<file path="src/rtl/ex_muldiv_sequencer.sv">
// ex_muldiv_sequencer: iterative MULT/MULTU/DIV/DIVU unit with HI/LO pair and pipeline stall
module ex_muldiv_sequencer #(
    parameter int BITS_SIZE  = 32,
    parameter int BITS_COUNT = 5
) (
    input  logic                 i_clk,
    input  logic                 i_reset,
    input  logic                 i_start,
    input  logic [1:0]           i_md_op,
    input  logic [BITS_SIZE-1:0] i_data_a,
    input  logic [BITS_SIZE-1:0] i_data_b,
    input  logic                 i_rd_hilo,
    input  logic                 i_wr_hi,
    input  logic                 i_wr_lo,
    output logic [BITS_SIZE-1:0] o_hi,
    output logic [BITS_SIZE-1:0] o_lo,
    output logic                 o_busy,
    output logic                 o_done,
    output logic                 o_div_zero,
    output logic                 o_stall
);
    localparam int W = BITS_SIZE;
    localparam logic [1:0] S_IDLE = 2'd0;
    localparam logic [1:0] S_CALC = 2'd1;
    localparam logic [1:0] S_FIX  = 2'd2;

    logic [1:0]           state_q, state_d;
    logic [BITS_COUNT-1:0] cnt_q, cnt_d;
    logic [1:0]           op_q, op_d;
    logic [W-1:0]         m_q, m_d;
    logic [2*W-1:0]       p_q, p_d;
    logic [W-1:0]         araw_q, araw_d;
    logic                 neg_q_q, neg_q_d, neg_r_q, neg_r_d, dz_q, dz_d;
    logic [W-1:0]         hi_q, hi_d, lo_q, lo_d;
    logic                 done_q, done_d, div_zero_q, div_zero_d;

    logic [W-1:0]   abs_a, abs_b, quo, rem, fix_hi, fix_lo;
    logic [W:0]     add, r_sh, trial;
    logic [2*W-1:0] mul_nx, div_nx, prod;
    logic           start_div;

    // One iteration of shift-add multiply or restoring divide, plus sign fix-up of the result
    always_comb begin
        abs_a     = (i_md_op[0] & i_data_a[W-1]) ? -i_data_a : i_data_a;
        abs_b     = (i_md_op[0] & i_data_b[W-1]) ? -i_data_b : i_data_b;
        start_div = i_md_op[1];
        add       = {1'b0, p_q[2*W-1:W]} + (p_q[0] ? {1'b0, m_q} : {(W+1){1'b0}});
        mul_nx    = {add, p_q[W-1:1]};
        r_sh      = p_q[2*W-1:W-1];
        trial     = r_sh - {1'b0, m_q};
        div_nx    = trial[W] ? {r_sh[W-1:0], p_q[W-2:0], 1'b0} : {trial[W-1:0], p_q[W-2:0], 1'b1};
        prod      = (op_q[0] & neg_q_q) ? -p_q : p_q;
        quo       = (op_q[0] & neg_q_q) ? -p_q[W-1:0] : p_q[W-1:0];
        rem       = (op_q[0] & neg_r_q) ? -p_q[2*W-1:W] : p_q[2*W-1:W];
        fix_hi    = op_q[1] ? (dz_q ? araw_q : rem) : prod[2*W-1:W];
        fix_lo    = op_q[1] ? (dz_q ? {W{1'b1}} : quo) : prod[W-1:0];
    end

    // Next-state: operand capture in IDLE, iteration in CALC, HI/LO write-back in FIX
    always_comb begin
        state_d    = state_q;
        cnt_d      = cnt_q;
        op_d       = op_q;
        m_d        = m_q;
        p_d        = p_q;
        araw_d     = araw_q;
        neg_q_d    = neg_q_q;
        neg_r_d    = neg_r_q;
        dz_d       = dz_q;
        hi_d       = hi_q;
        lo_d       = lo_q;
        done_d     = state_q == S_FIX;
        div_zero_d = (state_q == S_FIX) & dz_q;
        if (state_q == S_IDLE) begin
            hi_d = i_wr_hi ? i_data_a : hi_q;
            lo_d = i_wr_lo ? i_data_a : lo_q;
            if (i_start) begin
                state_d = S_CALC;
                cnt_d   = '0;
                op_d    = i_md_op;
                m_d     = start_div ? abs_b : abs_a;
                p_d     = {{W{1'b0}}, start_div ? abs_a : abs_b};
                araw_d  = i_data_a;
                neg_q_d = i_data_a[W-1] ^ i_data_b[W-1];
                neg_r_d = i_data_a[W-1];
                dz_d    = start_div & (i_data_b == '0);
            end
        end else if (state_q == S_CALC) begin
            p_d     = op_q[1] ? div_nx : mul_nx;
            cnt_d   = cnt_q + 1'b1;
            state_d = (cnt_q == BITS_COUNT'(W-1)) ? S_FIX : S_CALC;
        end else begin
            hi_d    = fix_hi;
            lo_d    = fix_lo;
            state_d = S_IDLE;
        end
    end

    // State and datapath registers; reset aborts any operation and clears HI/LO
    always_ff @(posedge i_clk or negedge i_reset) begin
        if (!i_reset) begin
            state_q    <= S_IDLE;
            cnt_q      <= '0;
            op_q       <= '0;
            m_q        <= '0;
            p_q        <= '0;
            araw_q     <= '0;
            neg_q_q    <= 1'b0;
            neg_r_q    <= 1'b0;
            dz_q       <= 1'b0;
            hi_q       <= '0;
            lo_q       <= '0;
            done_q     <= 1'b0;
            div_zero_q <= 1'b0;
        end else begin
            state_q    <= state_d;
            cnt_q      <= cnt_d;
            op_q       <= op_d;
            m_q        <= m_d;
            p_q        <= p_d;
            araw_q     <= araw_d;
            neg_q_q    <= neg_q_d;
            neg_r_q    <= neg_r_d;
            dz_q       <= dz_d;
            hi_q       <= hi_d;
            lo_q       <= lo_d;
            done_q     <= done_d;
            div_zero_q <= div_zero_d;
        end
    end

    assign o_hi       = hi_q;
    assign o_lo       = lo_q;
    assign o_busy     = state_q != S_IDLE;
    assign o_done     = done_q;
    assign o_div_zero = div_zero_q;
    assign o_stall    = o_busy & (i_start | i_rd_hilo | i_wr_hi | i_wr_lo);
endmodule
</file>
<file path="config.mk">
export PLATFORM = sky130hd
export DESIGN_NAME = ex_muldiv_sequencer
export DESIGN_NICKNAME = d
export VERILOG_FILES = /design/src/rtl/ex_muldiv_sequencer.sv
export SDC_FILE = /design/constraint.sdc
export NUM_CORES = 1
export LEC_CHECK = 0
export BUFFER_PORTS_ARGS = -buffer_cell sky130_fd_sc_hd__buf_2
export CELL_PAD_IN_SITES_DETAIL_PLACEMENT = 0
export CELL_PAD_IN_SITES_GLOBAL_PLACEMENT = 1
export CORE_AREA = 2 2 224 226
export CTS_CLUSTER_SIZE = 8
export DETAILED_ROUTE_END_ITERATION = 6
export DIE_AREA = 0 0 226 228
export PLACE_DENSITY_LB_ADDON = 0.1
export RECOVER_POWER = 100
export REMOVE_ABC_BUFFERS = 1
export SLEW_MARGIN = 30
export SYNTH_ARGS = -nofsm -noshare
export SYNTH_HDL_FRONTEND = slang
export SYNTH_SLANG_ARGS = --single-unit
</file>
<file path="constraint.sdc">
create_clock -name i_clk -period 3.8 [get_ports i_clk]
set_input_delay 0.38 -clock i_clk [delete_from_list [all_inputs] [get_ports i_clk]]
set_output_delay 0.38 -clock i_clk [all_outputs]
set_load 0.01 [all_outputs]
</file>
# == Word-level counts from Yosys, hierarchy flattened ==
# Cells that the tools add are included.
# word_totals
register_bits,206
input_bits,72
output_inout_bits,68
wordCells,77
# classes
n_addsub,8
eq_ne,7
mux,30
bitwise_logic,11
n_reduce_logical,8
# op_table
operator,n
$mux 32,17
$mux 64,6
$neg 32->32,4
$neg 64->64,1
$add 32x32->33,1
$sub 33x32->33,1
$logic_not 32->1,1
$mux 5,3
$mux 2,4
$ne 2x2->1 const B,4
$reduce_and 2->1,4
$and 1x1->1,7
$add 5x1->5 const B,1
$eq 5x5->1 const B,1
$reduce_bool 2->1,2
$or 1x1->1,3
$eq 2x1->1 const B,1
$eq 2x2->1 const B,1
$logic_not 2->1,1
$xor 1x1->1,1

# == Depth between registers and ports, before layout ==
# Gate-level depths: netlist of run 1.
# depth
ltp_word,6
ltp_mapped,14
mapped_depth_nobuf,13

# == Worst setup path after synthesis of run 1 ==
# OpenSTA, ideal clock, no wires.
# synth_path
path_kind,reg-to-reg
startpoint,reg p_q[31]
endpoint,reg p_q[63]
setup_time_ps,120
t_arrival_ps,3044
t_required_ps,3680
path_slack_ps,637
path_stages_with_launch,14
path_buffers,1
synth_period_minus_slack_ps,3163
cell_sequence,dfrtp_1 inv_1 ha_1 fa_1 nor2b_1 o31ai_2 a22o_1 o21ai_1 a41oi_1 xor2_2 buf_4 mux2i_1 nand3_1 and3_1
# synth_between
elab_chain_cells,5
# synth_rtl
element,line,text
"start, declared",31,"logic [2*W-1:0] p_q, p_d;"
"start signal, assigned",120,p_q <= p_d;
$sub 33x32->33,50,"trial = r_sh - {1'b0, m_q};"
$mux 64,51,"div_nx = trial[W] ? {r_sh[W-1:0], p_q[W-2:0], 1'b0} : {trial[W-1:0], p_q[W-2:0], 1'b1};"
$mux 64,89,p_d = op_q[1] ? div_nx : mul_nx;
$mux 64,88,end else if (state_q == S_CALC) begin
$mux 64,74,if (state_q == S_IDLE) begin
# No other way between the ends. The select of a mux whose other input is x is not followed.
# A chain may end at the register's enable or synchronous reset.

# == Worst setup path in the final report of run 1 ==
# layout_path
startpoint,reg state_q[1]
endpoint,reg p_q[62]
# layout_between
elab_chain_cells,3
word_cells_on_any_way,6
cone_classes,eq/ne: 2; mux: 1; reduce/logical: 3
# layout_rtl
element,line,text
"start, declared",27,"logic [1:0] state_q, state_d;"
"start signal, assigned",116,state_q <= state_d;
$eq 2x1->1 or $logic_not 2->1 (tied branches),"88, 74",
$reduce_bool 2->1 (no line) or $ne 2x2->1 (tied branches),n/a,
$reduce_and 2->1 (no line),n/a,
# Several ways; a longest one is shown, not always the timed one.

==> impl_results.html, run 1 <==
<table>
<tr><th>Metric</th><th>Value</th></tr>
<tr><th colspan="2">Power</th></tr>
<tr><td>Switching part of the total</td><td>0.5015</td></tr>
<tr><td>Leakage power summed over all cells</td><td>8.381 nW</td></tr>
<tr><td>Comb pwr share</td><td>0.664</td></tr>
<tr><td>Share of power burned in registers</td><td>0.217</td></tr>
<tr><td>PwrDens</td><td>1016 nW/um2</td></tr>
<tr><td>Net switching power</td><td>9.956 mW</td></tr>
<tr><td>Clock Power Share</td><td>0.119</td></tr>
<tr><td>Total power after layout</td><td>19.85 mW</td></tr>
<tr><td>Internal power</td><td>9.895 mW</td></tr>
<tr><td>IR Drop Worst-Case VDD</td><td>0.0004329 V</td></tr>
<tr><th colspan="2">Worst setup path</th></tr>
<tr><td>Arr. time, crit path</td><td>4.12 ns</td></tr>
<tr><td>Max FO, Critical Path</td><td>23</td></tr>
<tr><td>Worst endpoint required time</td><td>4.29 ns</td></tr>
<tr><td>Flop-to-flop setup slack</td><td>0.17 ns</td></tr>
<tr><td>CP delay by family, top</td><td>simple AND/OR/NAND/NOR gates</td></tr>
<tr><td>Type of element capturing the critical path</td><td>flip-flop</td></tr>
<tr><td>Nature of the critical path startpoint</td><td>flip-flop</td></tr>
<tr><td>Number of buffers and inverters on the critical path</td><td>1</td></tr>
<tr><td>Most repeated library cell on the critical path</td><td>nor2_1</td></tr>
<tr><td>Cells along the critical path</td><td>nor2_1, and2_0, nor2_1, clkbuf_2, a32o_1, a21oi_1, o21ai_0</td></tr>
<tr><td>Crit-path max cell delay</td><td>1.12 ns</td></tr>
<tr><td>Cell with the biggest individual delay on the critical path</td><td>nor2_1</td></tr>
<tr><td>Critical path class</td><td>flip-flop to flip-flop</td></tr>
<tr><th colspan="2">CTS</th></tr>
<tr><td>Deepest clock path buffer count</td><td>3</td></tr>
<tr><td>Clk sink count</td><td>205</td></tr>
<tr><td>Clock input transition at the sequential cells of the worst setup and hold paths</td><td>0.05 ns</td></tr>
<tr><td>Clk_lat worst skew</td><td>0.58 ns</td></tr>
<tr><td>Inserted Clock Buffers</td><td>29</td></tr>
<tr><td>Clock tree from TritonCTS</td><td>done</td></tr>
<tr><td>Count of H-tree levels built during CTS</td><td>1</td></tr>
<tr><td>Clock Root Buffer</td><td>clkbuf_16</td></tr>
<tr><th colspan="2">Placement</th></tr>
<tr><td>Placed wire-length estimate</td><td>52160 um</td></tr>
<tr><td>Port bufs</td><td>139</td></tr>
<tr><td>Setup Slack @ Placement</td><td>0.07459 ns</td></tr>
<tr><td>Gp weighted congestion</td><td>0.8993</td></tr>
<tr><th colspan="2">Floorplan</th></tr>
<tr><td>DIE AREA</td><td>51530 um2</td></tr>
<tr><td>Cell Rows</td><td>82</td></tr>
<tr><td>Top-Level Pins</td><td>140</td></tr>
<tr><td>Die H</td><td>228 um</td></tr>
<tr><td>Placeable core area</td><td>49350 um2</td></tr>
<tr><td>Width of the die</td><td>226 um</td></tr>
<tr><td>Effective utilization at floorplan</td><td>0.3458</td></tr>
<tr><th colspan="2">Timing</th></tr>
<tr><td>Setup WS post-layout</td><td>0.1667 ns</td></tr>
<tr><td>Worst Tran Pin Value</td><td>2.303 ns</td></tr>
<tr><td>Slew headroom</td><td>-0.5356</td></tr>
<tr><td>Final hold violations</td><td>0</td></tr>
<tr><td>Final worst clock skew</td><td>0.02071 ns</td></tr>
<tr><td>Final period utilization</td><td>0.9561</td></tr>
<tr><td>Max-slew violation count</td><td>109</td></tr>
<tr><td>Min Clock Period, post-route</td><td>3.633 ns</td></tr>
<tr><td>Post-route worst hold slack</td><td>0.09880 ns</td></tr>
<tr><td>Max frequency</td><td>275.2 MHz</td></tr>
<tr><td>Total negative slack</td><td>0 ns</td></tr>
<tr><td>Endpoints failing setup</td><td>0</td></tr>
<tr><th colspan="2">Detailed routing</th></tr>
<tr><td>Overall via count from detail_route</td><td>17180</td></tr>
<tr><td>Detailed-route vias per instance</td><td>5.654</td></tr>
<tr><td># DRC</td><td>0</td></tr>
<tr><td>1st-pass router iterations</td><td>5</td></tr>
<tr><td>Routed WL</td><td>69620 um</td></tr>
<tr><td>Average wire per standard cell</td><td>22.92 um</td></tr>
<tr><td>Number of nets still failing antenna checks after routing</td><td>0</td></tr>
<tr><td>1st-iter DRT viols</td><td>1311</td></tr>
<tr><th colspan="2">Synth</th></tr>
<tr><td>Count of yosys warnings during synthesis</td><td>0</td></tr>
<tr><td>Cell count after synthesis</td><td>2244</td></tr>
<tr><td>Synthesized area per cell</td><td>7.606 um2</td></tr>
<tr><td>Post-synthesis cell area</td><td>17070 um2</td></tr>
<tr><td>Number of synthesized flops with an enable pin</td><td>0</td></tr>
<tr><td>Flops &amp; latches, synth</td><td>205</td></tr>
<tr><td>Number of library cell types mapped by synthesis</td><td>86</td></tr>
<tr><td>Most used flip-flop cell after synthesis</td><td>dfrtp_1</td></tr>
<tr><td>Proportion of register bits with asynchronous set or reset after synthesis</td><td>1.000</td></tr>
<tr><td>Portion of the post-synthesis area used by sequential elements</td><td>0.3006</td></tr>
<tr><th colspan="2">Global route</th></tr>
<tr><td>Total global routing track utilization</td><td>0.2663</td></tr>
<tr><td>Largest net degree at the start of global routing</td><td>111</td></tr>
<tr><td>Wire length of the first global-routing pass</td><td>104700 um</td></tr>
<tr><td>Number of global-route vias before repair</td><td>16680</td></tr>
<tr><td>Number of antenna violations at the first check in global routing</td><td>2</td></tr>
<tr><td>Total global routing overflow</td><td>0</td></tr>
<tr><th colspan="2">Outcome</th></tr>
<tr><td>Violated checks</td><td>max-capacitance violations, max-slew violations</td></tr>
<tr><td>Status</td><td>finished, violations left</td></tr>
<tr><th colspan="2">Finish</th></tr>
<tr><td>Share of final-layout standard cells stronger than drive strength 1</td><td>0.1023</td></tr>
<tr><td>Layout-stage area growth over the synthesis result</td><td>14.51%</td></tr>
<tr><td>Final design utilization</td><td>0.3960</td></tr>
<tr><td>Register area</td><td>5134 um2</td></tr>
<tr><td>Net count, final</td><td>2505</td></tr>
<tr><td>Filler Cells Inserted</td><td>5207</td></tr>
<tr><td>Combined area of the multi-input logic cells</td><td>11120 um2</td></tr>
<tr><th colspan="2">Flow run</th></tr>
<tr><td>Max-capacitance violation count</td><td>2</td></tr>
<tr><th colspan="2">Min path</th></tr>
<tr><td>Worst min-delay path category</td><td>input pin to flip-flop</td></tr>
</table>
[path summary, 6_finish.rpt]
path                                          endpoint  cells after the start                    from
worst max-delay path               p_q[62]$_DFFE_PN0P_                      7  state_q[1]$_DFFE_PN0P_
worst min-delay path             araw_q[4]$_DFFE_PN0P_                      3             i_data_a[4]
worst max register to register     p_q[62]$_DFFE_PN0P_                      7  state_q[1]$_DFFE_PN0P_
worst min register to register  araw_q[11]$_DFFE_PN0P_                      2  araw_q[11]$_DFFE_PN0P_
max in group asynchronous         o_lo[27]$_DFFE_PN0P_                      3                 i_reset
min in group asynchronous          o_lo[4]$_DFFE_PN0P_                      2                 i_reset
[worst min-delay path, cell delays in order]
cell and delay, ns:
buf_2 0.15, nand2_1 0.07, nand2_1 0.04
[timing repair]
action	CTS	global route
endpoints found under the hold margin	87	0
endpoints found under the setup margin	0	23
hold buffers	1	0
gates resized for setup	0	2
buffers inserted	0	2
[synthesized netlist by cell type, drive strengths merged, types with 4 or more instances]
cell / count / area, um2
xnor2: 104 / 910.9
and3: 12 / 75.07
or3: 12 / 75.07
mux2: 9 / 101.4
inv: 60 / 225.2
or2: 7 / 43.79
o41ai: 13 / 121.4
a22o: 5 / 43.79
nand3: 37 / 185.2
a211oi: 19 / 142.6
a21oi: 198 / 991.0
nor3: 55 / 285.3
nand2b: 23 / 151.4
nand4: 9 / 56.30
clkbuf: 129 / 485.5
o21bai: 10 / 75.07
a21boi: 4 / 30.03
mux2i: 56 / 560.5
o31ai: 13 / 102.6
o21ai: 213 / 1070
dfrtp: 205 / 5130
xor2: 80 / 708.2
a221o: 8 / 80.08
a31oi: 28 / 175.2
a221oi: 16 / 140.1
nor2b: 17 / 106.4
o221ai: 20 / 175.2
o21a: 6 / 45.04
nand2: 343 / 1287
a21o: 22 / 165.2
or4: 7 / 56.30
o221a: 4 / 45.04
buf: 29 / 126.4
o22a: 4 / 35.03
ha: 70 / 875.8
nor4: 24 / 171.4
a22oi: 14 / 105.1
o211ai: 29 / 217.7
nor2: 214 / 810.8
o22ai: 40 / 250.2
and2: 28 / 175.2
[layout by cell type, fill, tap and decap left out, types with 13 or more instances in the layout]
cell and n:
buf_2 72, nor3_1 53, inv_1 60, o21ai_0 210
and2_1 24, mux2i_1 56, dfrtp_1 204, o211ai_1 29
clkbuf_1 78, xnor2_1 104, a21o_1 22, a21oi_1 197
o221ai_1 20, nor2b_1 16, nor2_1 212, buf_4 86
a221oi_1 16, nand3_1 37, ha_1 70, nor4_1 22
xor2_1 79, clkbuf_16 30, nand2b_1 22, o41ai_1 13
nand2_1 342, a31oi_1 27, a211oi_1 19, o22ai_1 40
a22oi_1 14
[final cells by class]
class	instances	share of cell area
well taps	672	0.04302
diodes	1	0.0001280
flip-flops and latches	205	0.2627
multi-input cells	1819	0.5691
inverters	62	0.01191
clock buffers	34	0.03809
repair buffers	244	0.07465
clock inverters	1	0.0004481
[through the flow]
step / std cells / instance area [um2]
2_1_floorplan: 2086 / 16460
3_3_place_gp: 2997 / 18860
3_5_place_dp: 2997 / 18860
4_1_cts: 3033 / 19630
5_1_grt: 3037 / 19540
6_report: 3038 / 19540
[registers in the layout, indices dropped and copies added, names as in the netlist]
name        cells
neg_q_q         1
state_q         2
o_lo           32
o_hi           32
o_done          1
o_div_zero      1
m_q            32
p_q            64
op_q            2
cnt_q           5
araw_q         32
dz_q            1
[kinds of logic (layout without fill, tap and decap cells)]
kind of cell / after synthesis / count (layout) / synth area share
XOR/XNOR: 184 / 184 / 0.09486
multiplexers: 65 / 65 / 0.03878
flip-flops: 205 / 205 / 0.3006
buffers and inverters: 220 / 341 / 0.04948
AO/OA/AOI/OAI: 694 / 694 / 0.2501
AND/OR/NAND/NOR: 804 / 804 / 0.2125
other: 0 / 1 / 0
adder cells (fa/ha/maj): 72 / 72 / 0.05366
[power by group through the flow]
stage	combinational (mW)	clock, mW	sequential (mW)
6_report	13.2	2.37	4.30
2_1_floorplan	8.39	0	4.39
5_1_grt	14.6	2.51	4.44
3_3_place_gp	13.0	0	4.29
4_1_cts	13.1	2.43	4.29
3_5_place_dp	13.0	0	4.31
[metal layers]
| layer | vias up | routed length, um | global-route usage |
|---|---|---|---|
| met3 | 105 | 4142 | 0.03452 |
| met5 | - | 0 | 0 |
| met4 | 0 | 2005 | 0.08216 |
| met1 | 8331 | 31950 | 0.3754 |
| met2 | 532 | 31510 | 0.4224 |
| li1 | 8208 | - | - |
Note: power is estimated with default switching activity, not from simulation.
==> inputs of run 2 (changes only) <==
Settings changed: MAX_ROUTING_LAYER from default to met4.
==> impl_results.html, run 2 (synthesized netlist as in run 1, its figures left out) <==
<table>
<tr><th>Metric</th><th>Value</th></tr>
<tr><th colspan="2">Outcome</th></tr>
<tr><td>Status</td><td>finished, violations left (unchanged)</td></tr>
<tr><td>Violated checks</td><td>max-capacitance violations, max-slew violations (unchanged)</td></tr>
<tr><th colspan="2">Floorplan</th></tr>
<tr><td>Top-Level Pins</td><td>140 (unchanged)</td></tr>
<tr><td>Die H</td><td>228 um (unchanged)</td></tr>
<tr><td>Effective utilization at floorplan</td><td>0.3458 (unchanged)</td></tr>
<tr><td>Cell Rows</td><td>82 (unchanged)</td></tr>
<tr><td>Placeable core area</td><td>49350 um2 (unchanged)</td></tr>
<tr><td>Width of the die</td><td>226 um (unchanged)</td></tr>
<tr><td>DIE AREA</td><td>51530 um2 (unchanged)</td></tr>
<tr><th colspan="2">Worst setup path</th></tr>
<tr><td>Number of stages on the worst setup path</td><td>10 (was 7)</td></tr>
<tr><td>Cells along the critical path</td><td>nor3_1, nor3b_1, and4_1, and3_1, buf_4, a21oi_1, mux2_2, o22a_1, a211oi_1, nor2_1 (was nor2_1, and2_0, nor2_1, clkbuf_2, a32o_1, a21oi_1, o21ai_0)</td></tr>
<tr><td>Critical path class</td><td>flip-flop to flip-flop (unchanged)</td></tr>
<tr><td>Flop-to-flop setup slack</td><td>0.26 ns (was 0.17 ns)</td></tr>
<tr><td>Nature of the critical path startpoint</td><td>flip-flop (unchanged)</td></tr>
<tr><td>Crit-path max cell delay</td><td>0.63 ns (was 1.12 ns)</td></tr>
<tr><td>Termination of the worst setup path</td><td>o_hi[19]$_DFFE_PN0P_ (was p_q[62]$_DFFE_PN0P_)</td></tr>
<tr><td>Arr. time, crit path</td><td>3.99 ns (was 4.12 ns)</td></tr>
<tr><td>Worst endpoint required time</td><td>4.25 ns (was 4.29 ns)</td></tr>
<tr><td>Reg-to-Reg Start</td><td>p_q[17]$_DFFE_PN0P_ (was state_q[1]$_DFFE_PN0P_)</td></tr>
<tr><td>Max FO, Critical Path</td><td>8 (was 23)</td></tr>
<tr><td>Cell with the biggest individual delay on the critical path</td><td>nor3b_1 (was nor2_1)</td></tr>
<tr><td>Type of element capturing the critical path</td><td>flip-flop (unchanged)</td></tr>
<tr><td>Worst-case reg-to-reg path depth</td><td>10 (was 7)</td></tr>
<tr><td>Endpoint of the worst register-to-register path</td><td>o_hi[19]$_DFFE_PN0P_ (was p_q[62]$_DFFE_PN0P_)</td></tr>
<tr><td>Worst setup path startpoint</td><td>p_q[17]$_DFFE_PN0P_ (was state_q[1]$_DFFE_PN0P_)</td></tr>
<tr><td>Number of buffers and inverters on the critical path</td><td>1 (unchanged)</td></tr>
<tr><td>CP delay by family, top</td><td>simple AND/OR/NAND/NOR gates (unchanged)</td></tr>
<tr><th colspan="2">Finish</th></tr>
<tr><td>Most frequent cells in the layout</td><td>nand2_1, nor2_1, o21ai_0 (unchanged)</td></tr>
<tr><td>Number of flip-flops in the largest register</td><td>64 (unchanged)</td></tr>
<tr><td>Net count, final</td><td>2503 (was 2505)</td></tr>
<tr><td>Most frequent standard cell in the layout excluding fill and tap cells</td><td>nand2_1 (unchanged)</td></tr>
<tr><td>Count of antenna diodes in the layout</td><td>0 (was 1)</td></tr>
<tr><td>Layout-stage area growth over the synthesis result</td><td>13.97% (was 14.51%)</td></tr>
<tr><td>Share of final-layout standard cells stronger than drive strength 1</td><td>0.1016 (was 0.1023)</td></tr>
<tr><td>Top register by number of flip-flops</td><td>p_q (unchanged)</td></tr>
<tr><th colspan="2">Min path</th></tr>
<tr><td>Worst min-delay path startpoint</td><td>i_data_a[29] (was i_data_a[4])</td></tr>
<tr><td>Worst min-delay path category</td><td>input pin to flip-flop (unchanged)</td></tr>
<tr><th colspan="2">Flow run</th></tr>
<tr><td>Max-capacitance violation count</td><td>2 (unchanged)</td></tr>
<tr><th colspan="2">Placement</th></tr>
<tr><td>Port bufs</td><td>139 (unchanged)</td></tr>
<tr><td>Placed wire-length estimate</td><td>52180 um (was 52160 um)</td></tr>
<tr><td>Setup Slack @ Placement</td><td>0.1087 ns (was 0.07459 ns)</td></tr>
<tr><td>Gp weighted congestion</td><td>0.9116 (was 0.8993)</td></tr>
<tr><th colspan="2">Timing</th></tr>
<tr><td>Max-slew violation count</td><td>185 (was 109)</td></tr>
<tr><td>Total negative slack</td><td>0 ns (unchanged)</td></tr>
<tr><td>Post-route worst hold slack</td><td>0.1006 ns (was 0.09880 ns)</td></tr>
<tr><td>Final hold violations</td><td>0 (unchanged)</td></tr>
<tr><td>Slew headroom</td><td>-0.5626 (was -0.5356)</td></tr>
<tr><td>Worst Tran Pin Value</td><td>2.344 ns (was 2.303 ns)</td></tr>
<tr><td>Setup WS post-layout</td><td>0.2626 ns (was 0.1667 ns)</td></tr>
<tr><td>Min Clock Period, post-route</td><td>3.537 ns (was 3.633 ns)</td></tr>
<tr><td>Unrepaired setup endpoints after global routing</td><td>false</td></tr>
<tr><td>Endpoints failing setup</td><td>0 (unchanged)</td></tr>
<tr><td>Final period utilization</td><td>0.9309 (was 0.9561)</td></tr>
<tr><td>Max frequency</td><td>282.7 MHz (was 275.2 MHz)</td></tr>
<tr><td>Final worst clock skew</td><td>0.01714 ns (was 0.02071 ns)</td></tr>
<tr><th colspan="2">CTS</th></tr>
<tr><td>Count of H-tree levels built during CTS</td><td>1 (unchanged)</td></tr>
<tr><td>Clk sink count</td><td>205 (unchanged)</td></tr>
<tr><td>Clk_lat worst skew</td><td>0.58 ns (about the same)</td></tr>
<tr><td>Inserted Clock Buffers</td><td>29 (unchanged)</td></tr>
<tr><td>Clock tree from TritonCTS</td><td>done (unchanged)</td></tr>
<tr><td>Clock input transition at the sequential cells of the worst setup and hold paths</td><td>0.06 ns (was 0.05 ns)</td></tr>
<tr><td>Clock Root Buffer</td><td>clkbuf_16 (unchanged)</td></tr>
<tr><td>Deepest clock path buffer count</td><td>3 (unchanged)</td></tr>
<tr><th colspan="2">Detailed routing</th></tr>
<tr><td>1st-pass router iterations</td><td>6 (was 5)</td></tr>
<tr><td>Average wire per standard cell</td><td>23.01 um (was 22.92 um)</td></tr>
<tr><td>Overall via count from detail_route</td><td>17230 (was 17180)</td></tr>
<tr><td># DRC</td><td>0 (unchanged)</td></tr>
<tr><td>1st-iter DRT viols</td><td>1264 (was 1311)</td></tr>
<tr><td>Number of nets still failing antenna checks after routing</td><td>0 (unchanged)</td></tr>
<tr><td>Routed WL</td><td>69810 um (was 69620 um)</td></tr>
<tr><td>Detailed-route vias per instance</td><td>5.680 (was 5.654)</td></tr>
<tr><th colspan="2">Global route</th></tr>
<tr><td>Largest net degree at the start of global routing</td><td>100 (was 111)</td></tr>
<tr><td>Wire length of the first global-routing pass</td><td>105600 um (was 104700 um)</td></tr>
<tr><td>Number of antenna violations at the first check in global routing</td><td>0 (was 2)</td></tr>
<tr><td>Total global routing overflow</td><td>0 (unchanged)</td></tr>
<tr><td>Total global routing track utilization</td><td>0.2764 (was 0.2663)</td></tr>
<tr><td>Number of global-route vias before repair</td><td>16680 (unchanged)</td></tr>
<tr><th colspan="2">Power</th></tr>
<tr><td>PwrDens</td><td>1018 nW/um2 (was 1016 nW/um2)</td></tr>
<tr><td>Leakage power summed over all cells</td><td>8.343 nW (was 8.381 nW)</td></tr>
<tr><td>IR Drop Worst-Case VDD</td><td>0.0003740 V (was 0.0004329 V)</td></tr>
<tr><td>Total power after layout</td><td>19.80 mW (was 19.85 mW)</td></tr>
</table>
## run 2: worst min-delay path by stage
stage,end,cells after the start
2_1_floorplan,araw_q[0]$_DFFE_PN0P_,0
3_3_place_gp,araw_q[29]$_DFFE_PN0P_,2
3_5_place_dp,o_lo[5]$_DFFE_PN0P_,1
4_1_cts,araw_q[28]$_DFFE_PN0P_,3
5_1_grt,araw_q[28]$_DFFE_PN0P_,3
6_report,araw_q[29]$_DFFE_PN0P_,3
## run 2: worst reg2reg max path, stage by stage, from the launching register on
cell and delay [ns]:
dfrtp_1 0.45, nor3_1 0.30, nor3b_1 0.63, and4_1 0.55
and3_1 0.41, buf_4 0.27, a21oi_1 0.10, mux2_2 0.30
o22a_1 0.18, a211oi_1 0.17, nor2_1 0.07
## run 2: what timing repair did
item,in CTS,in global routing
setup buffers,0,3
hold buffers,1,0
endpoints found under the hold margin,80,0
resized for setup,0,2
endpoints found under the setup margin,0,11
## run 2: per-layer routing
metal	part of all wire	up-vias	global-route usage
met5	0	-	-
li1	-	8214	-
met3	0.052	99	0.02859
met4	0.026	0	0.07368
met1	0.47	8391	0.3888
met2	0.45	528	0.4222
## run 2: stage by stage
stage | cell area [um2] | util | cells
6_report | 19450 | 0.3941 | 3034
5_1_grt | 19450 | 0.3941 | 3034
4_1_cts | 19600 | 0.3972 | 3030
3_5_place_dp | 18850 | 0.3819 | 2995
3_3_place_gp | 18850 | 0.3819 | 2995
2_1_floorplan | 16460 | - | 2086
## run 2: layout make-up
type                            instances  area [um2]
Fill cell                            5260       29900
Inverter                               62       232.7
Multi-Input combinational cell       1819       11120
Clock buffer                           34       744.5
Tap cell                              672       840.8
Sequential cell                       205        5134
Timing Repair Buffer                  242        1379
## run 2: power breakdown
group	leakage, nW	internal [mW]	switching, mW
Combinational	5.48	5.24	7.85
Sequential	2.50	3.26	1.08
Clock	0.363	1.34	1.03
Total	8.34	9.84	9.95
